`config.mk`:
```
export PLATFORM = sky130hd
export DESIGN_NAME = seg7_scan_mux
export DESIGN_NICKNAME = d
export VERILOG_FILES = /design/src/rtl/seg7_scan_mux.sv
export SDC_FILE = /design/constraint.sdc
export NUM_CORES = 1
export LEC_CHECK = 0
export ABC_AREA = 1
export CAP_MARGIN = 20
export CELL_PAD_IN_SITES_DETAIL_PLACEMENT = 0
export CELL_PAD_IN_SITES_GLOBAL_PLACEMENT = 1
export CORE_UTILIZATION = 39
export DETAILED_ROUTE_END_ITERATION = 10
export PLACE_DENSITY_LB_ADDON = 0.1
export SLEW_MARGIN = 40
export SYNTH_ARGS = -nofsm -noshare
export SYNTH_HDL_FRONTEND = slang
export SYNTH_SLANG_ARGS = --single-unit
```
`constraint.sdc`:
```
create_clock -name clk -period 5.8 [get_ports clk]
set_input_delay 0.58 -clock clk [delete_from_list [all_inputs] [get_ports clk]]
set_output_delay 0.58 -clock clk [all_outputs]
set_load 0.05 [all_outputs]
```
`src/rtl/seg7_scan_mux.sv`:
```
// seg7_scan_mux
//
// Purpose:
//   Time-multiplexes four independent 8-digit hex displays. It feeds a
//   74LV595-style serial display driver. Every clk cycle each chain gets one
//   16-bit word {dig[7:0], seg[7:0]}. That word stays stable for at least
//   BLANK_CYC cycles, so the driver's 32-cycle shift/latch frame always
//   captures a consistent value.
//
//   A scan visits digits 0..7, one slot of SCAN_DIV cycles per digit. The
//   first BLANK_CYC cycles of each slot drive everything inactive, which
//   suppresses ghosting between digits. All inputs are snapshotted once per
//   scan, at the start of digit 0. A scan therefore never mixes old and new
//   values.
//
// Parameters:
//   SCAN_DIV        clk cycles per digit slot (power of 2, >= 64)
//   BLANK_CYC       blank cycles at the start of each slot (>= 32, < SCAN_DIV)
//   SEG_ACTIVE_LOW  1 = a lit segment is driven as 0
//   DIG_ACTIVE_LOW  1 = the selected digit is driven as 0
//
// Optional feature (macro SEG7_SCAN_DIM_EN):
//   Adds the brightness[3:0] input, which is snapshotted with the values.
//   Each slot is split into 16 sub-slots. A digit is lit only while the
//   sub-slot number is <= brightness. Without the macro, the design behaves
//   as if brightness were 15.
//
// Ports:
//   clk             system clock
//   reset           synchronous, active-high reset
//   brightness      [3:0] dimming level (only with SEG7_SCAN_DIM_EN)
//   value_0..3      [31:0] hex digits, digit i = value_k[4i+3:4i]
//   dp_0..3         [7:0] decimal point per digit
//   blank_0..3      [7:0] 1 = digit shows nothing
//   data_0..3       [15:0] {dig, seg} word to the driver chains
//   digit_idx       [2:0] digit currently being scanned
//
// Segment order: seg[7:0] = {dp,g,f,e,d,c,b,a}.

module seg7_scan_mux #(
  parameter int SCAN_DIV       = 4096,
  parameter int BLANK_CYC      = 64,
  parameter int SEG_ACTIVE_LOW = 0,
  parameter int DIG_ACTIVE_LOW = 0
) (
  input  logic        clk,
  input  logic        reset,
`ifdef SEG7_SCAN_DIM_EN
  input  logic [3:0]  brightness,
`endif
  input  logic [31:0] value_0,
  input  logic [31:0] value_1,
  input  logic [31:0] value_2,
  input  logic [31:0] value_3,
  input  logic [7:0]  dp_0,
  input  logic [7:0]  dp_1,
  input  logic [7:0]  dp_2,
  input  logic [7:0]  dp_3,
  input  logic [7:0]  blank_0,
  input  logic [7:0]  blank_1,
  input  logic [7:0]  blank_2,
  input  logic [7:0]  blank_3,
  output logic [15:0] data_0,
  output logic [15:0] data_1,
  output logic [15:0] data_2,
  output logic [15:0] data_3,
  output logic [2:0]  digit_idx
);

  localparam int              DIV_W     = $clog2(SCAN_DIV);
  localparam logic [DIV_W-1:0] DIV_LAST  = DIV_W'(SCAN_DIV - 1);
  localparam logic [DIV_W-1:0] BLANK_END = DIV_W'(BLANK_CYC);
  localparam logic [7:0]      SEG_INV   = (SEG_ACTIVE_LOW != 0) ? 8'hFF : 8'h00;
  localparam logic [7:0]      DIG_INV   = (DIG_ACTIVE_LOW != 0) ? 8'hFF : 8'h00;
  localparam logic [15:0]     INACTIVE  = {DIG_INV, SEG_INV};

  logic [DIV_W-1:0]  div_cnt;
  logic [3:0][31:0]  in_value;
  logic [3:0][7:0]   in_dp;
  logic [3:0][7:0]   in_blank;
  logic [3:0][31:0]  snap_value;
  logic [3:0][7:0]   snap_dp;
  logic [3:0][7:0]   snap_blank;
  logic [3:0][15:0]  data_q;
  logic [3:0][15:0]  data_next;
  logic              lit;
  logic [7:0]        dig;
`ifdef SEG7_SCAN_DIM_EN
  logic [3:0]        snap_brightness;
`endif

  assign in_value = {value_3, value_2, value_1, value_0};
  assign in_dp    = {dp_3, dp_2, dp_1, dp_0};
  assign in_blank = {blank_3, blank_2, blank_1, blank_0};

  assign data_0 = data_q[0];
  assign data_1 = data_q[1];
  assign data_2 = data_q[2];
  assign data_3 = data_q[3];

  // Active-high 7-segment pattern {g,f,e,d,c,b,a} for one hex nibble.
  function automatic logic [6:0] hex_to_seg(input logic [3:0] nib);
    hex_to_seg = 7'h00;
    case (nib)
      4'h0: hex_to_seg = 7'h3F;
      4'h1: hex_to_seg = 7'h06;
      4'h2: hex_to_seg = 7'h5B;
      4'h3: hex_to_seg = 7'h4F;
      4'h4: hex_to_seg = 7'h66;
      4'h5: hex_to_seg = 7'h6D;
      4'h6: hex_to_seg = 7'h7D;
      4'h7: hex_to_seg = 7'h07;
      4'h8: hex_to_seg = 7'h7F;
      4'h9: hex_to_seg = 7'h6F;
      4'hA: hex_to_seg = 7'h77;
      4'hB: hex_to_seg = 7'h7C;
      4'hC: hex_to_seg = 7'h39;
      4'hD: hex_to_seg = 7'h5E;
      4'hE: hex_to_seg = 7'h79;
      4'hF: hex_to_seg = 7'h71;
    endcase
  endfunction

  // Active-high segment byte for one chain. A blanked digit keeps its dig
  // line active, but its segments go dark.
  function automatic logic [7:0] seg_byte(input logic [31:0] value,
                                          input logic [7:0]  dp,
                                          input logic [7:0]  blank,
                                          input logic [2:0]  idx);
    seg_byte = {dp[idx], hex_to_seg(value[{idx, 2'b00} +: 4])};
    if (blank[idx]) begin
      seg_byte = 8'h00;
    end
  endfunction

  // Slot counter, digit counter and the once-per-scan input snapshot.
  // The snapshot fires whenever the counters sit at digit 0, count 0. That
  // includes the first cycle after reset.
  always_ff @(posedge clk) begin
    if (reset) begin
      div_cnt    <= '0;
      digit_idx  <= '0;
      snap_value <= '0;
      snap_dp    <= '0;
      snap_blank <= '0;
`ifdef SEG7_SCAN_DIM_EN
      snap_brightness <= '0;
`endif
      data_q     <= {4{INACTIVE}};
    end else begin
      div_cnt <= div_cnt + 1'b1;
      if (div_cnt == DIV_LAST) begin
        digit_idx <= digit_idx + 3'd1;
      end
      if (div_cnt == '0 && digit_idx == '0) begin
        snap_value <= in_value;
        snap_dp    <= in_dp;
        snap_blank <= in_blank;
`ifdef SEG7_SCAN_DIM_EN
        snap_brightness <= brightness;
`endif
      end
      data_q <= data_next;
    end
  end

  // Next output words are built from the current counters and snapshot.
  // The registered outputs therefore trail the counters by one cycle.
  always_comb begin
    lit = (div_cnt >= BLANK_END);
`ifdef SEG7_SCAN_DIM_EN
    lit = lit && (div_cnt[DIV_W-1 -: 4] <= snap_brightness);
`endif
    dig = lit ? (8'd1 << digit_idx) : 8'h00;
    data_next = '0;
    for (int k = 0; k < 4; k++) begin
      data_next[k] = {dig ^ DIG_INV,
                      (lit ? seg_byte(snap_value[k], snap_dp[k], snap_blank[k], digit_idx)
                           : 8'h00) ^ SEG_INV};
    end
  end

endmodule

```
==> key figures, run 1 <==
Power
  – Psw: ~1.3 mW
  – Logic pwr share: between 10% and 20%
  – Peak supply drop: around 0.20 mV
  – Reg power frac: between 40 and 50%
  – Pint: between 3 and 4 mW
  – Clk network pwr share: roughly two fifths
  – Power per Cell Area: 307 nW/µm²
  – Switching fraction of total power: 27.1%
  – Total leakage power: 6.05 nW

Die
  – Starting Density: 40.0%
  – IO Count: between 200 and 300
  – Core outline area: 29000 µm²
  – Die area: 30400 µm²
  – Die height: ~170 µm
  – Chip Width: approximately 170 µm
  – Rows: 62

Setup path
  – Worst setup SP type: register
  – Worst Path Max Fanout: between 90 and 100
  – Reg-to-reg endpoint: snap_value[58]
  – Flop2flop setup slack: around 2.2 ns
  – R2r startpoint: digit_idx[0]
  – Worst path cell trace: inv_6, ha_1, inv_1, nor2_4, buf_4, nand2_8, buf_16, buf_4, o21ai_1, nor2_1
  – Most common cell on crit path: buf_4
  – CP endpoint kind: register
  – CP max stage cell: buf_4
  – Critical Setup Path Class: register to register
  – Critical Path AT: 4.01 ns
  – Critical path required time: approximately 6.2 ns
  – CP peak stage delay: 0.50 ns
  – Cell count of the worst reg-to-reg path: 10

Place
  – Placed Cells: 2138
  – I/O Buffers: 260
  – HPWL Detailed: around 24000 µm
  – Placer congestion estimate: 0.840
  – Post-DP Area: between 10000 and 15000 µm²

Synth
  – Post-synth top area cell: dfxtp_1
  – Cells after Synth: around 1.6k
  – Most common cell in the netlist: nand2_1
  – Prevailing post-synth register cell: dfxtp_1
  – Most frequent cells after synthesis: nand2_1 (261), dfxtp_1 (247), a21oi_1 (240)
  – Synthesized area per cell: between 7 and 8 µm²
  – Yosys top cell area share: 42.6%
  – Post-synth EDFFs: 0
  – FF+latch count, synth: ~250
  – Async set or reset register ratio after synthesis: 0%
  – Syn nets: between 1.5k and 2k
  – Netlist cell types: 29
  – Sequential fraction of the synthesis area: between 40% and 50%
  – Cell area after synthesis: 11600 µm²
  – Yosys Warn Count: 0
  – Synth area leaders: dfxtp_1 (43%), a21oi_1 (10%), nand2_1 (8.4%)

Worst hold path
  – Hold endpoint: snap_blank[8]
  – Hold Startpoint: snap_blank[8]
  – Hold WC Path Type: register to register
  – Hold Crit Depth: 2

Clocking
  – Post-CTS Setup Bufs: 0
  – Max Root-Sink Buffers: 3
  – Clock transition at path regs: about 0.060 ns
  – CTS buffer count: 28
  – Resize count post-CTS: 0
  – Clock Latency Late Sink: 0.54 ns
  – CTS tree: built
  – CTS sink count: ~250
  – CTS H-tree depth: 1
  – Cts hold-fix bufs: 0
  – Root buf cell: clkbuf_16

Layout
  – Design Area, Final: approximately 15000 µm²
  – Nets: 2013
  – N_diodes: 0
  – Layout cells sized above 1: between 4 and 5%
  – P&R area growth vs syn: 29.9%
  – Non-filler cells in the finished layout: 2191
  – FILL cells: a little under 3k

Global route
  – Maximum number of pins on one net before global-route repair: 115
  – Global-route wire length before repair: between 50000 and 60000 µm
  – GRT Util Overall: about a quarter
  – GRT overflow: 0
  – Vias in the first global route: between 10k and 15k
  – Initial antenna violation count: 1

Detailed routing
  – Drt first pass iters: 6
  – Drt total wl: 36600 µm
  – Via count: around 11k
  – DR vias/cell: 5.06
  – Final ANT Viol Nets: 0
  – DR iter-0 viols: roughly 850
  – WL/cell: around 17 µm
  – DR DRC count: 0

STA
  – Hold Fails Final Rpt: 0
  – Worst hold margin: roughly 0.45 ns
  – Pins Over Slew Limit: 0
  – TNS Setup: 0 ns
  – RSZ-0062 raised after global routing: false
  – Setup Skew: ~0.012 ns
  – Slew HR: between 40% and 50%
  – Final setup vio count: 0
  – Final period utilization: about three fifths
  – Crit path time final: ~3.6 ns
  – Achievable clock frequency: about 280 MHz
  – Least-Margin Pin Slew: about 0.85 ns

Outcome
  – Status: complete, no violations

Job
  – Max Cap Viol: 0
==> registers in the layout, summed over array words and instances (netlist names) <==
register    flops
data_1         16
snap_dp        32
digit_idx       3
data_0          8
data_3          8
snap_value    128
data_2          8
div_cnt        12
snap_blank     32
==> cell families after synthesis <==
group                      count (synthesis)  share of synthesized area, %
and+or+nand+nor                          583                          20.9
AOI/OAI and AO/OA                        506                          22.2
buffers and inverters                    252                          10.5
DFF                                      247                          42.6
adders and majority gates                 34                          3.67
xor gates and xnor gates                   2                         0.151
==> stage by stage <==
stage | power [mW] | util (%) | worst slack (ns)
2_1_floorplan | 2.51 | - | 3.41
3_3_place_gp | 2.77 | 48.2 | 1.80
3_5_place_dp | 2.79 | 48.4 | 1.75
4_1_cts | 4.67 | 51.8 | 1.73
5_1_grt | 4.88 | 51.9 | 1.95
6_report | 4.63 | 51.9 | 2.21
==> worst max-delay path by stage <==
stage                             from              to  slack, ns  depth (start not counted)
after global placement    digit_idx[0]  snap_value[10]       1.80                          9
after CTS                 digit_idx[0]  snap_value[58]       1.73                         10
after floorplan           digit_idx[0]  snap_value[76]       3.41                         13
after global routing      digit_idx[0]  snap_value[54]       1.95                         10
after detailed placement  digit_idx[0]  snap_value[58]       1.75                         10
final                     digit_idx[0]  snap_value[58]       2.21                         10
==> power groups by stage <==
| stage | Clock (mW) | Sequential, mW | Combinational, mW |
|---|---|---|---|
| final | 1.87 | 1.95 | 0.809 |
| after global routing | 1.99 | 1.97 | 0.921 |
| after CTS | 1.91 | 1.95 | 0.812 |
| after detailed placement | 0 | 1.98 | 0.808 |
| after global placement | 0 | 1.98 | 0.785 |
| after floorplan | 0 | 1.96 | 0.541 |
==> layer usage <==
layer	track usage (%)	up-vias	part of all wire, %
li1	-	5667	-
met2	37.8	296	45
met1	33.7	5080	48
met5	0	-	0.047
met4	5.56	2	2.0
met3	3.52	46	5.2
==> final cells by class <==
cell class / count / area [µm²] / share of cell area (%)
Sequential cell: 247 / 4950 / 32.9
Inverter: 111 / 429 / 2.85
Multi-Input combinational cell: 1125 / 5460 / 36.2
Clock buffer: 43 / 868 / 5.76
Tap cell: 384 / 480 / 3.19
Timing Repair Buffer: 272 / 2760 / 18.3
Clock inverter: 9 / 120 / 0.797
==> cells in the final DEF, fill, tap and decap left out, drive strengths merged <==
cell           count
nand3            118
nand2            268
a31oi              1
nand3b             1
nor3               3
and2               2
clkbuf            43
ha                34
nand4              2
buf               12
a21oi            240
bufinv             3
inv              109
nor2             189
clkdlybuf4s50    260
dfxtp            247
o211ai            14
clkinv             8
xor2               2
o21ai            250
o21bai             1
==> worst max-delay path: cells and delay by family (launching register included) <==
family | cells | cell delay (ns)
adder cells (fa/ha/maj) | 1 | 0.25
buffers and inverters | 5 | 1.74
flip-flops | 1 | 0.45
AO/OA/AOI/OAI | 1 | 0.20
AND/OR/NAND/NOR | 3 | 0.66
Power figures use the tool's default switching activity.
==> run 2: changes to the inputs <==
- CORE_UTILIZATION: 39 -> 36
- clock period: 5.8 -> 3.5 ns (I/O delays scaled with it)
==> run 2 against run 1 <==
Against the previous run:
- non-clock buffer count up 6
- die area up 8.2%
- sequential power increased by 66%
- utilization down 4.1 points
- hold slack worse by 0.036 ns
- count of clock-buffer cells in the layout fell by 1
- highest routed layer unchanged
- fmax up 46%
- via count decreased by 0.88%
- combinational power increased by 64%
- sequential cell count did not move
- sequential share of layout area decreased by 0.11 points
==> key figures, run 2 (same netlist as run 1, synthesis figures left out) <==
STA
  – Least-Margin Pin Slew: 0.748 ns (-0.101 ns)
  – Hold Fails Final Rpt: 0 (unchanged)
  – RSZ-0062 raised after global routing: false
  – Setup Skew: 0.0106 ns (-0.00105 ns)
  – TNS Setup: 0 ns (unchanged)
  – Crit path time final: 2.47 ns (-1.12 ns)
  – Final period utilization: 70.4% (+8.6 points)
  – Slew HR: 50.1% (+6.7 points)
  – Final setup vio count: 0 (unchanged)
  – Pins Over Slew Limit: 0 (unchanged)
  – Achievable clock frequency: 406 MHz (+46%)

Clocking
  – CTS tree: built
  – Root buf cell: clkbuf_16
  – CTS sink count: 247 (unchanged)
  – CTS buffer count: 28 (unchanged)
  – Clock transition at path regs: 0.06 ns (about the same)
  – Resize count post-CTS: 0 (unchanged)
  – Cts hold-fix bufs: 0 (unchanged)
  – Clock Latency Late Sink: 0.54 ns (about the same)
  – Post-CTS Setup Bufs: 0 (unchanged)
  – CTS H-tree depth: 1 (unchanged)
  – Max Root-Sink Buffers: 3 (unchanged)

Detailed routing
  – WL/cell: 16.8 µm (+0.40%)
  – DR DRC count: 0 (unchanged)
  – Drt first pass iters: 5 (-1)
  – Via count: 11.0k (-0.88%)
  – Drt total wl: 37200 µm (+1.8%)
  – DR vias/cell: 4.95 (-2.2%)
  – Final ANT Viol Nets: 0 (unchanged)
  – DR iter-0 viols: 686 (-19%)

Global route
  – GRT overflow: 0 (unchanged)
  – Initial antenna violation count: 10 (+9)
  – Maximum number of pins on one net before global-route repair: 202 (+76%)
  – Busiest grt layer: met2
  – Met3 Track Usage GR: 4.83% (+1.3 points)
  – GR Util met2: 34.4% (-3.4 points)
  – GRT Util Overall: 22.4% (-1.4 points)
  – Global-route wire length before repair: 58500 µm (+0.84%)
  – Vias in the first global route: 10.4k (-0.30%)
  – Grt met1 use: 31.9% (-1.8 points)

Place
  – Post-DP Area: 14100 µm² (+0.71%)
  – I/O Buffers: 260 (unchanged)
  – HPWL Detailed: 24900 µm (+4.9%)
  – Placer congestion estimate: 0.833 (-0.83%)

Layout
  – Commonest non-fill, non-tap cell in the layout: nand2_1
  – Nets: 2019 (+0.30%)
  – Number of flip-flops in the largest register: 128 (unchanged)
  – Top reg by flops: snap_value
  – Design Area, Final: 15100 µm² (+0.34%)
  – Biggest regs: snap_value x128, snap_blank x32, snap_dp x32
  – FILL cells: 3201 (+8.7%)
  – Most frequent cells in the layout: nand2_1 (261), clkdlybuf4s50_1 (260), dfxtp_1 (244), a21oi_1 (240), nor2_1 (187)
  – P&R area growth vs syn: 30.3%
  – Layout cells sized above 1: 5.13% (+0.26 points)

Die
  – Die height: 182 µm (+4.0%)
  – Core outline area: 31600 µm² (+9.0%)
  – Die area: 32900 µm² (+8.2%)
  – Rows: 65 (+4.8%)
  – Starting Density: 36.7% (-3.3 points)
  – Chip Width: 182 µm (+4.0%)
  – IO Count: 261 (unchanged)

Setup path
  – Worst setup SP type: register
  – CP endpoint kind: register
  – Worst Path Max Fanout: 107 (+16%)
  – Critical Setup Path Class: register to register
  – Critical Path AT: 2.87 ns (-1.14 ns)
  – Critical path required time: 3.90 ns (-2.32 ns)

Power
  – Peak supply drop: 0.392 mV (+94%)
  – Power after layout: 7.56 mW (+63%)
  – Power per Cell Area: 500 nW/µm² (+63%)
  – Total leakage power: 6.07 nW (+0.23%)

Worst hold path
  – Hold WC Path Type: primary input to register

Job
  – Max Cap Viol: 0 (unchanged)

Outcome
  – Status: complete, no violations
[run 2: worst paths after layout]
kind,start,endpoint,slack [ns],depth (start not counted)
worst min-delay path,blank_3[2],snap_blank[26],0.41,3
worst max-delay path,digit_idx[1],snap_value[68],1.03,8
worst max register to register,digit_idx[1],snap_value[68],1.03,8
worst min register to register,snap_value[13],snap_value[13],0.45,2
[run 2: layer usage]
layer,routed length (µm),part of all wire [%]
met5,65,0.17
met4,695,1.9
met3,2410,6.5
met2,15800,42
met1,18300,49
[run 2: cell type report]
class | count | area, µm² | share of cell area (%)
antenna | 6 | 15.0 | 0.0993
clock buffer | 42 | 855 | 5.65
clock inverter | 10 | 100 | 0.662
inverter | 111 | 424 | 2.81
multi-input combinational | 1125 | 5460 | 36.1
sequential | 247 | 4950 | 32.8
tap | 402 | 503 | 3.33
timing repair buffer | 278 | 2810 | 18.6
[run 2: worst max-delay path, stage by stage (launching register included)]
cell	delay [ns]
dfxtp_2	0.34
inv_2	0.36
ha_1	0.23
inv_1	0.09
nor2_4	0.21
nand2_8	0.37
buf_4	0.39
o21ai_1	0.21
a21oi_1	0.06
[run 2: where the power goes]
part	internal (mW)	total, mW	switching [mW]
Clock	1.82	3.00	1.18
Combinational	0.566	1.33	0.759
Sequential	3.10	3.23	0.125
[run 2: stage by stage]
stage	util, %	setup WS, ns	cells	hold WS, ns
floorplan	-	1.11	1624	0.417
global placement	44.7	1.07	2163	0.439
detailed placement	44.7	1.05	2163	0.445
CTS	47.7	0.991	2215	0.394
global route	47.7	0.798	2216	0.423
finish	47.8	1.03	2221	0.414
